`config.mk`:
```
export PLATFORM = sky130hd
export DESIGN_NAME = cal_factor_seq
export DESIGN_NICKNAME = d
export VERILOG_FILES = /design/src/rtl/cal_factor_seq_pkg.sv /design/src/rtl/cal_mac_sat.sv /design/src/rtl/cal_factor_seq.sv
export SDC_FILE = /design/constraint.sdc
export NUM_CORES = 1
export LEC_CHECK = 0
export BUFFER_PORTS_ARGS = -buffer_cell sky130_fd_sc_hd__buf_2
export CORE_MARGIN = 2
export CORE_UTILIZATION = 57
export CTS_CLUSTER_SIZE = 10
export DETAILED_ROUTE_END_ITERATION = 10
export HOLD_SLACK_MARGIN = 0.05
export PLACE_DENSITY = 0.79
export SYNTH_ARGS = -nofsm -noshare
export SYNTH_HDL_FRONTEND = slang
export SYNTH_HIERARCHICAL = 1
export SYNTH_SLANG_ARGS = --single-unit
```
`constraint.sdc`:
```
create_clock -name clk_sys -period 6.11 [get_ports clk_sys]
set_input_delay 0.3055 -clock clk_sys [delete_from_list [all_inputs] [get_ports clk_sys]]
set_output_delay 0.3055 -clock clk_sys [all_outputs]
set_load 0.01 [all_outputs]
```
`src/rtl/cal_factor_seq_pkg.sv`:
```
// Shared definitions for the calibration-factor sequencer: FSM encoding,
// channel count, coefficient format and coefficient RAM address map.
package cal_factor_seq_pkg;

    typedef enum logic [2:0] {
        IDLE,
        RD_GAIN,
        RD_OFS,
        WAIT_SMP,
        MUL,
        ADD,
        OUT,
        FIN
    } state_t;

    localparam int NUM_CH_DEF  = 6;
    localparam int GAIN_FRAC_W = 15;
    localparam int IDX_W       = 3;
    localparam int ADDR_W      = 4;
    localparam int SMP_W       = 16;
    localparam int GAIN_W      = 16;
    localparam int RES_W       = 32;

    // Each index owns two consecutive RAM words: gain first, offset second.
    function automatic logic [ADDR_W-1:0] gain_addr(input logic [IDX_W-1:0] idx);
        return {idx, 1'b0};
    endfunction

    function automatic logic [ADDR_W-1:0] ofs_addr(input logic [IDX_W-1:0] idx);
        return {idx, 1'b1};
    endfunction

endpackage

```
`src/rtl/cal_mac_sat.sv`:
```
// Two-stage calibration datapath: registered gain x sample product, then
// Q1.15 rescale, offset add and saturation into the result register.
module cal_mac_sat
    import cal_factor_seq_pkg::*;
#(
    parameter int DATA_W = SMP_W,
    parameter int COEF_W = GAIN_W
) (
    input  logic                     clk_sys,
    input  logic                     rst_sys_n,
    input  logic                     mul_en,
    input  logic                     clr,
    input  logic signed [COEF_W-1:0] gain,
    input  logic signed [DATA_W-1:0] sample,
    input  logic signed [RES_W-1:0]  offset,
    output logic signed [RES_W-1:0]  result
);

    localparam int PROD_W = DATA_W + COEF_W;

    logic signed [PROD_W-1:0] prod_p0;
    logic                     vld_p0;
    logic signed [RES_W-1:0]  res_p1;

    function automatic logic signed [RES_W-1:0] sat_add(
        input logic signed [PROD_W-1:0] prod,
        input logic signed [RES_W-1:0]  ofs
    );
        logic signed [PROD_W-1:0] shf;
        logic signed [RES_W:0]    sum;
        shf = prod >>> GAIN_FRAC_W;
        sum = {{(RES_W + 1 - PROD_W){shf[PROD_W-1]}}, shf} + {ofs[RES_W-1], ofs};
        if (sum[RES_W] != sum[RES_W-1]) begin
            return sum[RES_W] ? {1'b1, {(RES_W-1){1'b0}}} : {1'b0, {(RES_W-1){1'b1}}};
        end
        return sum[RES_W-1:0];
    endfunction

    // Stage p0: product
    always_ff @(posedge clk_sys) begin
        if (mul_en) begin
            prod_p0 <= gain * sample;
        end
    end

    always_ff @(posedge clk_sys or negedge rst_sys_n) begin
        if (!rst_sys_n) begin
            vld_p0 <= 1'b0;
        end else begin
            vld_p0 <= mul_en;
        end
    end

    // Stage p1: rescale, offset, saturate; a timed-out index forces zero
    always_ff @(posedge clk_sys or negedge rst_sys_n) begin
        if (!rst_sys_n) begin
            res_p1 <= '0;
        end else if (clr) begin
            res_p1 <= '0;
        end else if (vld_p0) begin
            res_p1 <= sat_add(prod_p0, offset);
        end
    end

    assign result = res_p1;

endmodule

```
`src/rtl/cal_factor_seq.sv`:
```
// Calibration-factor sequencer: per index reads gain/offset, fetches one raw
// sample, calibrates it and writes the result to the six-register bank.
module cal_factor_seq
    import cal_factor_seq_pkg::*;
#(
    parameter int TMO_CYC = 255,
    parameter int NUM_CH  = NUM_CH_DEF
) (
    input  logic              clk_sys,
    input  logic              rst_sys_n,
    input  logic              start,
    output logic              busy,
    output logic              done,
    output logic [5:0]        err_ch,
    output logic              coef_rd_en,
    output logic [ADDR_W-1:0] coef_addr,
    input  logic [31:0]       coef_rd_data,
    output logic              smp_req,
    output logic [IDX_W-1:0]  smp_sel,
    input  logic              smp_vld,
    input  logic [SMP_W-1:0]  smp_data,
    output logic              data_en,
    output logic [IDX_W-1:0]  data_sel,
    output logic [RES_W-1:0]  data_in
);

    localparam logic [IDX_W-1:0] LAST_IDX = IDX_W'(NUM_CH - 1);
    localparam logic [7:0]       TMO_LAST = 8'(TMO_CYC - 1);

    state_t                    state, state_nxt;
    logic [IDX_W-1:0]          idx, idx_nxt;
    logic [7:0]                tmo_cnt;
    logic                      accept;
    logic                      timeout;

    logic signed [GAIN_W-1:0]  gain_p0;
    logic signed [RES_W-1:0]   ofs_p0;
    logic signed [SMP_W-1:0]   smp_p0;
    logic signed [RES_W-1:0]   result;

    always_comb begin
        state_nxt = state;
        idx_nxt   = idx;
        accept    = 1'b0;
        timeout   = 1'b0;
        case (state)
            IDLE: begin
                if (start) begin
                    state_nxt = RD_GAIN;
                    idx_nxt   = '0;
                end
            end
            RD_GAIN:  state_nxt = RD_OFS;
            RD_OFS:   state_nxt = WAIT_SMP;
            WAIT_SMP: begin
                if (smp_vld) begin
                    accept    = 1'b1;
                    state_nxt = MUL;
                end else if (tmo_cnt == TMO_LAST) begin
                    timeout   = 1'b1;
                    state_nxt = OUT;
                end
            end
            MUL:      state_nxt = ADD;
            ADD:      state_nxt = OUT;
            OUT: begin
                if (idx == LAST_IDX) begin
                    state_nxt = FIN;
                end else begin
                    idx_nxt   = idx + 1'b1;
                    state_nxt = RD_GAIN;
                end
            end
            FIN:      state_nxt = IDLE;
            default:  state_nxt = IDLE;
        endcase
    end

    always_ff @(posedge clk_sys or negedge rst_sys_n) begin
        if (!rst_sys_n) begin
            state   <= IDLE;
            idx     <= '0;
            tmo_cnt <= '0;
        end else begin
            state   <= state_nxt;
            idx     <= idx_nxt;
            tmo_cnt <= (state == WAIT_SMP && state_nxt == WAIT_SMP) ? tmo_cnt + 1'b1 : '0;
        end
    end

    // Outputs are decoded from the next state so each one is a flop.
    always_ff @(posedge clk_sys or negedge rst_sys_n) begin
        if (!rst_sys_n) begin
            busy       <= 1'b0;
            done       <= 1'b0;
            err_ch     <= '0;
            coef_rd_en <= 1'b0;
            coef_addr  <= '0;
            smp_req    <= 1'b0;
            smp_sel    <= '0;
            data_en    <= 1'b0;
            data_sel   <= '0;
        end else begin
            busy       <= (state_nxt != IDLE);
            done       <= (state_nxt == FIN);
            coef_rd_en <= (state_nxt == RD_GAIN) || (state_nxt == RD_OFS);
            smp_req    <= (state_nxt == WAIT_SMP);
            data_en    <= (state_nxt == OUT);
            if (state_nxt == RD_GAIN) begin
                coef_addr <= gain_addr(idx_nxt);
            end else if (state_nxt == RD_OFS) begin
                coef_addr <= ofs_addr(idx_nxt);
            end
            if (state_nxt == WAIT_SMP) begin
                smp_sel <= idx_nxt;
            end
            if (state_nxt == OUT) begin
                data_sel <= idx_nxt;
            end
            if (state == IDLE && start) begin
                err_ch <= '0;
            end else if (timeout) begin
                err_ch[idx] <= 1'b1;
            end
        end
    end

    // Operand capture: RAM data lags its read strobe by one cycle
    always_ff @(posedge clk_sys) begin
        if (state == RD_OFS) begin
            gain_p0 <= coef_rd_data[GAIN_W-1:0];
        end
        if (state == WAIT_SMP && tmo_cnt == '0) begin
            ofs_p0 <= coef_rd_data;
        end
        if (accept) begin
            smp_p0 <= smp_data;
        end
    end

    cal_mac_sat #(
        .DATA_W (SMP_W),
        .COEF_W (GAIN_W)
    ) u_mac (
        .clk_sys   (clk_sys),
        .rst_sys_n (rst_sys_n),
        .mul_en    (state == MUL),
        .clr       (timeout),
        .gain      (gain_p0),
        .sample    (smp_p0),
        .offset    (ofs_p0),
        .result    (result)
    );

    assign data_in = result;

endmodule
```
Word-level counts from Yosys, hierarchy flattened
Cells that the tools add are included.

storage, ports and cells
  register bits = 164
  input port bits = 52
  output and inout bits = 53
  logic and storage cells = 79

operators by class
  add/sub/neg operators = 3
  multiply operators = 1
  magnitude comparators = 2
  eq/ne operators = 15
  muxes and demuxes = 28
  bitwise operators = 1
  reductions and logical operators = 11

operators with widths
  cell                                                                           number
  32-bit 2-to-1 mux                                                              5
  17-bit by 32-bit adder with 33-bit output                                      1
  16-bit by 16-bit multiplier with 32-bit output                                 1
  3-bit case mux with 8 select lines                                             1
  3-bit equality test (second input constant)                                    7
  3-bit 2-to-1 mux                                                               6
  3-bit by 2-bit equality test with 1-bit output (second input constant)         4
  6-bit 2-to-1 mux                                                               2
  1-bit 2-to-1 mux                                                               9
  8-bit by 1-bit adder with 8-bit output (second input constant)                 1
  8-bit equality test (second input constant)                                    1
  8-bit logical NOT                                                              1
  4-bit 2-to-1 mux                                                               2
  8-bit 2-to-1 mux                                                               1
  3-bit by 1-bit equality test with 1-bit output (second input constant)         2
  6-bit bitwise OR                                                               1
  3-bit case mux with 2 select lines                                             1
  2-bit nonzero test                                                             3
  1-bit logical AND                                                              4
  3-bit by 4-bit less-than comparator with 1-bit output (second input constant)  1
  3-bit by 1-bit adder with 3-bit output (second input constant)                 1
  1-bit demux with 3-bit select                                                  1
  3-bit by 1-bit >= comparator with 1-bit output (second input constant)         1
  3-bit logical NOT                                                              1
  3 further kinds                                                                3

Logic depth before layout (Yosys ltp)
  depth in word-level cells = 8
  mapped depth = 23

By module
The synthesis kept the hierarchy.

by module, submodules not included
  module          instances  cells each  area each (µm²)  seq. area each (µm²)
  cal_mac_sat     1          1407        12967.4          1336.3
  cal_factor_seq  1          205         3570.9           2797.7

Worst setup path before layout
No wires, ideal clock.

  path kind = reg-to-reg
  from = register smp_p0[1]
  to = register u_mac.prod_p0[31], data pin
  arrival = 5.976 ns
  setup slack = -0.126 ns
  stages on the path, launching flop included = 22
  buffers on the path = 1
  period minus slack after synthesis = 6.236 ns
  cell sequence = edfxtp_1 > clkbuf_1 > nand2_1 > inv_1 > fa_1 > fa_1 > fa_1 > fa_1 > fa_1 > inv_1 > fa_1 > inv_1 > ha_1 > a21o_1 > a21o_1 > a221o_1 > nor3_1 > a311oi_1 > o21ai_0 > nand2b_1 > a21oi_1 > xnor2_1

on the way
  cells in the longest elaborated chain, start to end = 1

ends and longest elaborated chain
  element                                         RTL line               RTL
  from (decl)                                     cal_factor_seq.sv:38   logic signed [SMP_W-1:0] smp_p0;
  from (signal assigned)                          cal_factor_seq.sv:137  smp_p0 <= smp_data;
  16-bit by 16-bit multiplier with 32-bit output  cal_mac_sat.sv:42      prod_p0 <= gain * sample;
  to (signal assigned)                            cal_mac_sat.sv:42
  to (decl)                                       cal_mac_sat.sv:21      logic signed [PROD_W-1:0] prod_p0;

No other way between the ends.
A chain may end at the register's enable or synchronous reset.

Worst setup path in the final report
  from = register smp_p0[4]
  to = register u_mac.prod_p0[30], data pin

The elaborated chain is that of the path after synthesis.

==> results.json <==
{
  "synth.top_cells.by_area": "fa_1 (32%), edfxtp_1 (15%), dfrtp_1 (10%)",
  "critPathMostFrequentCell": "fa_1",
  "multi_input_area_um2": 11300,
  "setup_viol": 3,
  "worstPathMaxFanout": 6,
  "synth_cell_types": 79,
  "worstPathRequired_ps": 6300,
  "worstRegToRegCells": 22,
  "endpoint_kind": "register",
  "clock_sinks": 149,
  "grt.total_usage_pct": 28.3,
  "worstSetupPathType": "reg2reg",
  "rsz0062_at_grt": "true",
  "cts-buffers-inserted": 17,
  "ys_ff_latch": 149,
  "synth_top_area_share_pct": 31.7,
  "synthArstFlopShare_pct": 45.6,
  "clk_latency_ps": 450,
  "hp-class": "in2async",
  "drv_cap": 0,
  "r2r_setup_slack_ps": -300,
  "drc": 0,
  "core_um2": 28600,
  "place_congestion": 0.892,
  "clk_path_buf_depth": 2,
  "r2r_start": "smp_p0[4]",
  "critPathArrivalTime_ps": 6600,
  "rows": 62,
  "fin_crit_sh_pct": 105,
  "grt_max_degree": 69,
  "grt_pass1_vias": 13500,
  "clk_transition_reported_paths_ps": 80,
  "yosysTopAreaCell": "fa_1",
  "final-seq-area_um2": 4130,
  "drt_wl_total_um": 42200,
  "routed_via_density": 5.70,
  "syn-num-nets": 2042,
  "ys_warn_count": 6,
  "fin_crit_ps": 6410,
  "finalNonFillerCells": 2211,
  "drive_above_1_share_pct": 19.0,
  "final.setup_skew_ps": 23.4,
  "syn_avg_cell_area_um2": 10.3,
  "dp_hpwl_um": 30500,
  "cp_slowest_cell": "fa_2",
  "dp_cells": 2119,
  "ys_seq_area_share_pct": 25.0,
  "synth-edff-count": 81,
  "overflow": 0,
  "cp_slowest_stage_delay_ps": 640,
  "fmax_mhz": 156,
  "dr.pass1.iters": 8,
  "final_area_um2": 19400,
  "ioPinCount": 105,
  "die_h_um": 174,
  "vias": 12600,
  "syn_to_final_growth_pct": 17.0,
  "syn_area_um2": 16500,
  "drtIter0Drc": 1094,
  "wire_per_inst_um": 19.1,
  "setup_slack_ps": -305,
  "antenna_found_initial": 1,
  "placed_cell_area_um2": 17900,
  "slew_headroom_pct": 15.4,
  "cts_tree": "yes",
  "numPortBuffers": 104,
  "status": "finished, violations left",
  "tightest_slew_ps": 1270,
  "die_w_um": 174,
  "hold_viol": 0,
  "slew_violations": 0,
  "grt_pass1_wl_um": 67400,
  "die-area_um2": 30400,
  "nFillCells": 2079,
  "finalCoreUtilization_pct": 67.6,
  "cp-start-kind": "register",
  "start_util_pct": 57.8,
  "ant_nets": 0,
  "syn_inst": 1612,
  "fin_nets": 2242,
  "crit_path_start": "smp_p0[4]",
  "violations": "negative setup slack",
  "root_buffer": "clkbuf_16",
  "cts-htree-levels": 4,
  "r2r_end": "u_mac/prod_p0[30]",
  "ys.flop_type": "edfxtp_1",
  "cp_cell_sequence": "buf_6 -> buf_6 -> nand2_4 -> fa_1 -> inv_2 -> fa_2 -> fa_1 -> fa_1 -> fa_1 -> inv_2 -> fa_1 -> inv_2 -> ha_4 -> a21o_1 -> a21o_1 -> a221o_1 -> nor3_2 -> a311oi_2 -> o21ai_1 -> nand2b_1 -> buf_4 -> xor2_1"
}
cell type report:
cell class / count / share of cell area, %
repair buffers: 231 / 8.48
diodes: 2 / 0.0259
well taps: 384 / 2.48
clock inverters: 15 / 0.911
multi-input cells: 1108 / 58.6
flip-flops and latches: 149 / 21.4
clock buffers: 17 / 2.20
inverters: 305 / 5.91
cell usage in the layout (no fill, tap or decap), types with 7 or more instances in the layout:
cell / n
nand4_1: 7
o21ai_0: 49
and3_1: 8
fa_1: 247
inv_1: 293
edfxtp_1: 81
inv_2: 12
a21oi_1: 46
clkbuf_16: 17
nor2_1: 75
buf_2: 104
and2_1: 119
a21o_1: 19
a211oi_1: 7
nand2b_1: 8
nor2b_1: 9
xnor2_1: 30
fa_2: 15
nor3_1: 14
nand2_1: 168
a31oi_1: 8
ha_1: 105
dlygate4sd3_1: 28
dfrtp_1: 68
ha_4: 10
buf_4: 87
xor2_1: 17
nand3_1: 10
mux2_2: 11
o21a_1: 9
cell families (layout without fill, tap and decap cells):
| kind of cell | after synthesis | in the layout | share of synthesized area, % |
|---|---|---|---|
| simple gates | 467 | 467 | 14.1 |
| compound gates | 198 | 198 | 8.12 |
| other cells | 0 | 2 | 0 |
| flops | 149 | 149 | 25.0 |
| xor+xnor | 50 | 50 | 2.81 |
| buf+inv | 355 | 568 | 8.34 |
| mux | 14 | 14 | 1.04 |
| fa+ha+maj | 379 | 379 | 40.6 |
critical path, delay by kind of cell, from the launching register on:
kind | cells | cell delay, ps
xor+xnor | 1 | 130
flops | 1 | 470
compound gates | 5 | 1070
buf+inv | 6 | 620
fa+ha+maj | 7 | 3440
simple gates | 3 | 420
synth_stat cells, types with 5 or more instances:
| library cell | instances |
|---|---|
| a211oi_1 | 8 |
| a21o_1 | 19 |
| a21oi_1 | 49 |
| a31oi_1 | 8 |
| and2_1 | 123 |
| and3_1 | 9 |
| clkbuf_1 | 39 |
| dfrtp_1 | 68 |
| edfxtp_1 | 81 |
| fa_1 | 262 |
| ha_1 | 116 |
| inv_1 | 305 |
| mux2_2 | 11 |
| nand2_1 | 172 |
| nand2b_1 | 8 |
| nand3_1 | 12 |
| nand4_1 | 7 |
| nor2_1 | 78 |
| nor2b_1 | 9 |
| nor3_1 | 15 |
| o21a_1 | 9 |
| o21ai_0 | 52 |
| or3_1 | 5 |
| xnor2_1 | 30 |
| xor2_1 | 18 |
timing repair:
| action | in CTS | in global routing |
|---|---|---|
| pin swaps | 33 | 26 |
| setup endpoints to repair | 11 | 10 |
| hold buffers | 27 | 1 |
| hold endpoints to repair | 27 | 1 |
| gates cloned | 0 | 0 |
| buffers inserted | 18 | 13 |
| resized for setup | 39 | 38 |
layer usage:
metal	routed length, um	vias to the layer above	track usage (%)
met2	21700	615	49.8
met3	2720	170	4.20
li1	-	5507	-
met1	15500	6321	34.3
met5	0	-	0
met4	2340	0	13.4
sequential cells by signal, indices dropped and copies added, names as in the netlist, 3 cells and up:
register       flops
coef_addr          4
data_sel           3
err_ch             6
gain_p0           16
idx                3
ofs_p0            32
smp_p0            16
smp_sel            3
state              3
tmo_cnt            8
u_mac/prod_p0     17
u_mac/result      32
worst max-delay path by stage:
stage | end | slack (ps)
finish | u_mac/prod_p0[30] | -300
global route | u_mac/prod_p0[31] | -400
CTS | u_mac/prod_p0[31] | 4
detailed placement | u_mac/prod_p0[25] | -260
global placement | u_mac/prod_p0[31] | -120
floorplan | u_mac/prod_p0[31] | 10
through the flow:
step / setup TNS (ps) / setup slack [ps] / hold WS (ps)
2_1_floorplan: 0 / 11.0 / 9.91
3_3_place_gp: -365 / -117 / 459
6_report: -843 / -305 / 63.6
3_5_place_dp: -1250 / -256 / 462
5_1_grt: -1440 / -403 / 54.7
4_1_cts: 0 / 3.84 / 51.2
Power is not shown: default switching activity piles up to over one toggle a cycle in this logic, so the estimate is an artifact.
